[config.mk]
export PLATFORM = sky130hd
export DESIGN_NAME = mem_port_arbiter
export DESIGN_NICKNAME = d
export VERILOG_FILES = /design/src/rtl/mem_port_arbiter.sv
export SDC_FILE = /design/constraint.sdc
export NUM_CORES = 1
export LEC_CHECK = 0
export CELL_PAD_IN_SITES_DETAIL_PLACEMENT = 0
export CELL_PAD_IN_SITES_GLOBAL_PLACEMENT = 1
export CORE_MARGIN = 2
export CORE_UTILIZATION = 26
export DETAILED_ROUTE_END_ITERATION = 10
export GPL_TIMING_DRIVEN = 0
export PLACE_DENSITY = 0.93
export SYNTH_ARGS = -nofsm -noshare
export SYNTH_HDL_FRONTEND = slang
export SYNTH_SLANG_ARGS = --single-unit
[constraint.sdc]
create_clock -name clk -period 5.5 [get_ports clk]
set_clock_uncertainty 0.15 [all_clocks]
set_input_delay 0.55 -clock clk [delete_from_list [all_inputs] [get_ports clk]]
set_output_delay 0.55 -clock clk [all_outputs]
set_load 0.01 [all_outputs]
[src/rtl/mem_port_arbiter.sv]
// mem_port_arbiter: round-robin arbiter sharing the single port of the data
// memory between NUM_REQ requesters (index 0 = CPU core), with read-data return
// routed to the requester that issued the read.
//
// Optional feature macro: MEM_ARB_LOCK_EN
//   defined   -> bus lock: ARB/LOCKED FSM, owner and lock_cnt implemented
//   undefined -> pure round-robin; lock port and LOCK_MAX are ignored
//
// Ports:
//   clk, reset        clock, asynchronous active-high reset
//   req/we/lock       per-requester request, write enable, lock request
//   addr/wdata        flat buses, requester i at [i*W +: W]
//   gnt               one-hot combinational grant (access accepted this cycle)
//   rvalid/rdata      registered read return, rdata qualified by rvalid
//   mem_en/mem_we/mem_addr/mem_wdata  memory port (combinational from grant)
//   mem_rdata         memory read data, one cycle after a read
module mem_port_arbiter #(
  parameter int unsigned NUM_REQ  = 3,
  parameter int unsigned ADDR_W   = 5,
  parameter int unsigned DATA_W   = 10,
  parameter int unsigned LOCK_MAX = 8
) (
  input  logic                      clk,
  input  logic                      reset,
  input  logic [NUM_REQ-1:0]        req,
  input  logic [NUM_REQ-1:0]        we,
  input  logic [NUM_REQ-1:0]        lock,
  input  logic [NUM_REQ*ADDR_W-1:0] addr,
  input  logic [NUM_REQ*DATA_W-1:0] wdata,
  output logic [NUM_REQ-1:0]        gnt,
  output logic [NUM_REQ-1:0]        rvalid,
  output logic [DATA_W-1:0]         rdata,
  output logic                      mem_en,
  output logic                      mem_we,
  output logic [ADDR_W-1:0]         mem_addr,
  output logic [DATA_W-1:0]         mem_wdata,
  input  logic [DATA_W-1:0]         mem_rdata
);

  localparam int unsigned PTR_W = (NUM_REQ > 1) ? $clog2(NUM_REQ) : 1;

  logic [PTR_W-1:0]   ptr_q, ptr_d;
  logic [NUM_REQ-1:0] rvalid_q, rvalid_d;

  logic               rr_found;
  logic [PTR_W-1:0]   rr_idx;
  logic               grant_any;
  logic [PTR_W-1:0]   win_idx;

  function automatic logic [PTR_W-1:0] next_idx(input logic [PTR_W-1:0] k);
    if (32'(k) >= NUM_REQ - 1) return '0;
    return k + PTR_W'(1);
  endfunction

  // First requesting index at or after ptr, with wrap-around
  always_comb begin
    int unsigned idx;
    rr_found = 1'b0;
    rr_idx   = '0;
    idx      = 0;
    for (int unsigned off = 0; off < NUM_REQ; off++) begin
      idx = 32'(ptr_q) + off;
      if (idx >= NUM_REQ) idx = idx - NUM_REQ;
      if (!rr_found && req[idx]) begin
        rr_found = 1'b1;
        rr_idx   = PTR_W'(idx);
      end
    end
  end

`ifdef MEM_ARB_LOCK_EN
  localparam int unsigned CNT_W = $clog2(LOCK_MAX + 1);

  typedef enum logic {ARB = 1'b0, LOCKED = 1'b1} state_t;

  state_t           state_q, state_d;
  logic [PTR_W-1:0] owner_q, owner_d;
  logic [CNT_W-1:0] lock_cnt_q, lock_cnt_d;
  logic             lock_hold;
  logic             cnt_last;

  // The lock is only honoured while the owner keeps lock high; dropping it
  // releases the bus in the same cycle so others can win immediately.
  always_comb begin
    lock_hold = (state_q == LOCKED) && lock[owner_q];
    cnt_last  = (32'(lock_cnt_q) + 1) >= LOCK_MAX;
    if (lock_hold) begin
      grant_any = req[owner_q];
      win_idx   = owner_q;
    end else begin
      grant_any = rr_found;
      win_idx   = rr_idx;
    end
  end

  // State register
  always_ff @(posedge clk or posedge reset) begin
    if (reset) begin
      state_q    <= ARB;
      owner_q    <= '0;
      lock_cnt_q <= '0;
      ptr_q      <= '0;
      rvalid_q   <= '0;
    end else begin
      state_q    <= state_d;
      owner_q    <= owner_d;
      lock_cnt_q <= lock_cnt_d;
      ptr_q      <= ptr_d;
      rvalid_q   <= rvalid_d;
    end
  end

  // Next-state logic
  always_comb begin
    state_d    = state_q;
    owner_d    = owner_q;
    lock_cnt_d = lock_cnt_q;
    ptr_d      = ptr_q;
    if (lock_hold) begin
      // Owner grants do not move ptr until the forced release
      if (grant_any) begin
        if (cnt_last) begin
          state_d    = ARB;
          lock_cnt_d = '0;
          ptr_d      = next_idx(owner_q);
        end else begin
          lock_cnt_d = lock_cnt_q + CNT_W'(1);
        end
      end
    end else begin
      if (state_q == LOCKED) begin
        state_d    = ARB;
        lock_cnt_d = '0;
        ptr_d      = next_idx(owner_q);
      end
      if (grant_any) begin
        ptr_d = next_idx(win_idx);
        if (lock[win_idx] && LOCK_MAX > 1) begin
          state_d    = LOCKED;
          owner_d    = win_idx;
          lock_cnt_d = CNT_W'(1);
        end
      end
    end
  end
`else
  logic unused_lock_cfg;
  assign unused_lock_cfg = ^{lock, 32'(LOCK_MAX)};

  always_comb begin
    grant_any = rr_found;
    win_idx   = rr_idx;
  end

  always_ff @(posedge clk or posedge reset) begin
    if (reset) begin
      ptr_q    <= '0;
      rvalid_q <= '0;
    end else begin
      ptr_q    <= ptr_d;
      rvalid_q <= rvalid_d;
    end
  end

  always_comb begin
    ptr_d = ptr_q;
    if (grant_any) ptr_d = next_idx(win_idx);
  end
`endif

  // Grant decode and memory port mux; everything forced to 0 during reset
  always_comb begin
    gnt       = '0;
    mem_en    = 1'b0;
    mem_we    = 1'b0;
    mem_addr  = '0;
    mem_wdata = '0;
    if (grant_any && !reset) begin
      gnt[win_idx] = 1'b1;
      mem_en       = 1'b1;
      mem_we       = we[win_idx];
      mem_addr     = addr[32'(win_idx)*ADDR_W +: ADDR_W];
      mem_wdata    = wdata[32'(win_idx)*DATA_W +: DATA_W];
    end
  end

  // A granted read returns exactly one cycle later to the same requester
  always_comb begin
    rvalid_d = gnt & ~we;
  end

  // Memory output is already registered; gate it so rdata is 0 without rvalid
  assign rvalid = rvalid_q;
  assign rdata  = (|rvalid_q) ? mem_rdata : '0;

endmodule

---- Word-level counts from Yosys, hierarchy flattened ----
Cells that the tools add are included.
word-level totals
  input bits .............................. 66
  bits in registers ....................... 5
  output and inout bits ................... 33
cells by class
  multiply operators ...................... 2
  order comparisons ....................... 9
  mux-type cells .......................... 29
  add/subtract/negate cells ............... 6
  shift-type cells ........................ 2
  reductions and logical operators ........ 8
  bitwise operators ....................... 2
operators with widths
  kind                                                                                  count
  32-bit by 3-bit < comparator with 1-bit output (second input constant)                3
  32-bit two-way mux                                                                    3
  30-bit by 7-bit variable part select with 10-bit output                               1
  10-bit two-way mux                                                                    2
  15-bit by 6-bit variable part select with 5-bit output                                1
  1-bit two-way mux                                                                     12
  2-bit by 3-bit multiplier with 5-bit output (second input constant)                   2
  2-bit two-way mux                                                                     5
  1-bit binary-select mux with 2-bit select                                             4
  3-bit by 2-bit subtractor with 4-bit output (second input constant)                   2
  3-bit by 2-bit greater-or-equal comparator with 1-bit output (second input constant)  2
  5-bit two-way mux                                                                     1
  2-bit greater-or-equal comparator (second input constant)                             2
  1-bit logical AND                                                                     4
  2-bit by 1-bit adder with 3-bit output (second input constant)                        1
  2-bit by 2-bit adder with 3-bit output (second input constant)                        1
  3-bit AND                                                                             1
  1-bit zero test                                                                       3
  2-bit by 3-bit < comparator with 1-bit output (second input constant)                 1
  3-bit two-way mux                                                                     1
  3-bit NOT                                                                             1
  3-bit OR reduction                                                                    1
  2-bit by 2-bit subtractor with 3-bit output (second input constant)                   1
  2-bit by 1-bit adder with 2-bit output (second input constant)                        1
  2 further kinds                                                                       2

---- Depth between registers and ports, before layout ----
  depth after elaboration ................. 17
  depth in mapped cells ................... 11

---- Worst setup path before layout ----
No wires, ideal clock.
  kind .................................... register to output
  from .................................... register ptr_q[0]
  to ...................................... output mem_wdata[7]
  data required time ...................... 4,800 ps
  stages on the path, launching flop included .. 12
  path slack .............................. 2,613 ps
  arrival ................................. 2,187 ps
  path buffers ............................ 3
  cells stage by stage .................... dfrtp_1 > inv_1 > ha_1 > buf_4 > mux2i_1 > o22ai_2 > nand3b_1 > buf_4 > buf_4 > mux2i_1 > o21a_1 > a21oi_1
on the way
  longest elaborated chain between the ends .. 14
  elaborated cells on any way between the ends .. 31
  those cells by class .................... add/sub (5); mul (1); order compare (3); shift (1); mux (16); reduce/logical (5)
RTL lines
  element                                                                                               line  RTL
  from (decl)                                                                                           42    logic [PTR_W-1:0] ptr_q, ptr_d;
  from (signal assigned)                                                                                160   ptr_q <= ptr_d;
  parallel branches: the longest is 13 deep, another holds 2-bit by 3-bit multiplier with 5-bit output  -
  10-bit two-way mux *                                                                                  178   if (grant_any && !reset) begin
  to (decl)                                                                                             36    output logic [DATA_W-1:0] mem_wdata,
Mark *: on every way between the ends. The select of a mux whose other input is x is not followed.

---- Worst setup path in the final report ----
  from .................................... input req[1]
  to ...................................... output mem_we
on the way
  longest elaborated chain between the ends .. 12
  elaborated cells on any way between the ends .. 20
  those cells by class .................... mux (15); reduce/logical (5)
RTL lines
  element                                    line  RTL
  from (decl)                                25    input logic [NUM_REQ-1:0] req,
  1-bit binary-select mux with 2-bit select  64    if (!rr_found && req[idx]) begin
  1-bit two-way mux (not written as such)    64
  1-bit two-way mux                          64
  1-bit zero test                            64
  1-bit logical AND                          64
  1-bit two-way mux                          64
  1-bit zero test                            64
  1-bit logical AND                          64
  2-bit two-way mux                          64
  1-bit binary-select mux with 2-bit select  181   mem_we = we[win_idx];
  1-bit two-way mux (not written as such)    181
  1-bit two-way mux *                        178
  to (decl)                                  34    output logic mem_we,
Every way passes the cells marked *; elsewhere a longest branch is shown, timed or not. The select of a mux whose other input is x is not followed.

==> results.toml <==
[floorplan]
dieArea_um2 = 5950
die_h_um = 77.2
core_region_area_um2 = 5140
start_util = 0.271
rows = 26
pin_count = 99
die_w_um = 77.2

[logic_synthesis]
yosysTopAreaCell = "mux2i_1"
netlist_instances = 175
yosysSeqAreaShare = 0.0899
async_flop_share = 1.00
ys_warn_count = 0
synthesis.area_um2 = 1390
synthTopCellsByCount = "18 x o21ai_0, 17 x mux2i_1, 17 x o21a_1"
synthesis.nets = 245
ys_ff_latch = 5
synth_area_per_cell_um2 = 7.95
post-synth-top-count-cell = "o21ai_0"
synth_compound_area_frac = 0.379
synthTopCellsByArea = "mux2i_1 12%, o21a_1 9.2%, dfrtp_1 9.0%, a22oi_1 7.6%, and2_1 6.7%"
synth_cell_types = 41
synth-simple-area-share = 0.236
synth_top_family_by_area = "compound AO/OA/AOI/OAI gates"
yosys.area_share.xor_xnor = 0
synth_flop_cell = "dfrtp_1"
synth_fa_ha_area_frac = 0.0360
synth_top_cell_area_share = 0.122
synthMuxAreaShare = 0.149
synth-edff-count = 0

[place]
portBuffers = 95
routabilityCongestion = 0.833
dpl.hpwl_um = 3750
place_area_um2 = 2430
post-place-ws_ns = 1.72

[run]
maxCapViolations = 0

[sta]
setup_viol = 0
worst_pin_slew_ns = 0.893
fin_crit_ns = 3.80
setup_ws_ns = 1.70
whs_ns = 0.394
relSlewSlack = 0.400
drv_slew = 0
rsz0062_at_grt = "no"
setup_tns_ns = 0
fmax_ghz = 0.263
hold_viol = 0
min_period_over_period = 0.692

[setup_path]
crit_fanout = 10
rr_startpoint = "ptr_q[1]"
startpoint_type = "primary input"
setup.worst_path.end = "mem_we"
reg2reg_depth = 9
r2r-end = "rvalid[1]"
end_kind = "primary output"
critPathLaunch = "req[1]"
critical_path_required_ns = 4.80
reg2reg_slack_ns = 3.05
crit_arrival_ns = 3.10
criticalPathCategory = "in2out"

[pwr]
p_per_area_nw_per_um2 = 588
total_power_mw = 1.45
peakVddDrop_mv = 0.235
p_leak_nw = 0.994

[clock_tree]
numCtsBuffers = 3
htreeDepth = 1
cts_resized = 0
clk_pin_slew_ns = 0.03
clock_path_buffers = 2
tritoncts = "yes"
hold_buffers = 0
postCtsSetupBuffers = 0
cts.sink_count = 5
clk_latency_ns = 0.22
root_buffer = "clkbuf_8"

[route]
wirelength_um = 4720
avgViaCountPerCell = 4.86
routedWlPerCell_um = 13.7
via_count = 1671
drt-initial-drc-count = 38
drc = 0
ant_nets = 0
first_pass_iters = 4

[global_route]
antenna_found_initial = 0
grt_pass1_wl_um = 7680
track_usage = 0.155
grt_max_degree = 11
grt_pass1_vias = 1691
grt_overflow_total = 0

[finish]
fin_area_um2 = 2470
syn2layout_area_growth_pct = 77.9
nNetsFinal = 345
drive_gt1_frac = 0.139
n_antenna_cell = 0

[min_path]
hp-class = "reg2reg"
worstHoldPathCells = 1

[run_status]
status = "completed"
==> worst min-delay path by stage <==
stage	end	from
after floorplan	ptr_q[0]	reset
after global placement	ptr_q[1]	ptr_q[1]
after detailed placement	ptr_q[1]	ptr_q[1]
after CTS	ptr_q[1]	ptr_q[1]
after global routing	ptr_q[1]	ptr_q[1]
final	ptr_q[1]	ptr_q[1]
==> final cells by class <==
| cell class | count | area [µm²] |
|---|---|---|
| Buffer | 14 | 123 |
| Timing Repair Buffer | 95 | 951 |
| Clock buffer | 4 | 45.0 |
| Multi-Input combinational cell | 149 | 1110 |
| Fill cell | 553 | 2670 |
| Tap cell | 70 | 87.6 |
| Sequential cell | 5 | 125 |
| Inverter | 7 | 31.3 |
==> cell families (layout without fill, tap and decap cells) <==
group	count (synthesis)	in the layout
AOI/OAI and AO/OA	74	74
adders and majority gates	4	4
buffers and inverters	21	120
DFF	5	5
muxes	19	19
and+or+nand+nor	52	52
==> sequential cells by signal, indices dropped and copies added, names as in the netlist <==
signal,flops
rvalid,3
ptr_q,2
==> worst max-delay path, cell delays in order <==
cell and delay (ns):
clkdlybuf4s50_1 0.49, mux2_4 0.31, a21bo_4 0.23, buf_6 0.15, o21a_1 0.19, a211oi_2 0.29, nand2_1 0.09, a31oi_1 0.22
clkdlybuf4s50_1 0.57
==> report_power, final <==
group          internal (mW)  switching, mW  leakage [nW]  total (mW)
Combinational          0.677          0.645         0.905        1.32
Sequential            0.0525         0.0125        0.0657      0.0650
Clock                 0.0498         0.0182        0.0228      0.0680
==> metal layers <==
layer	share of wire	global-route usage
met1	0.43	0.173
met2	0.47	0.287
met3	0.086	0.0424
met4	0.0083	0.0429
met5	0	0
==> layout by cell type (no fill, tap or decap), types with 2 or more instances in the layout <==
cell type and instances:
clkdlybuf4s50_1 95, o21ai_0 18, mux2i_1 17, o21a_1 17, and2_1 15, a22oi_1 14
nor2b_1 13, a21oi_2 9, a21oi_1 8, inv_1 6, clkbuf_8 5, dfrtp_1 5
nand3b_1 4, nand2_1 4, ha_1 4, buf_4 3, nor2_1 3, buf_6 3
nand2b_1 3, nor3_1 3, buf_2 3, clkbuf_1 2
==> metrics by stage <==
step / instances / utilization
after floorplan: 175 / -
after global placement: 340 / 0.473
after detailed placement: 340 / 0.473
after CTS: 344 / 0.482
after global routing: 344 / 0.482
final: 344 / 0.482
(Power assumes the default switching activity.)
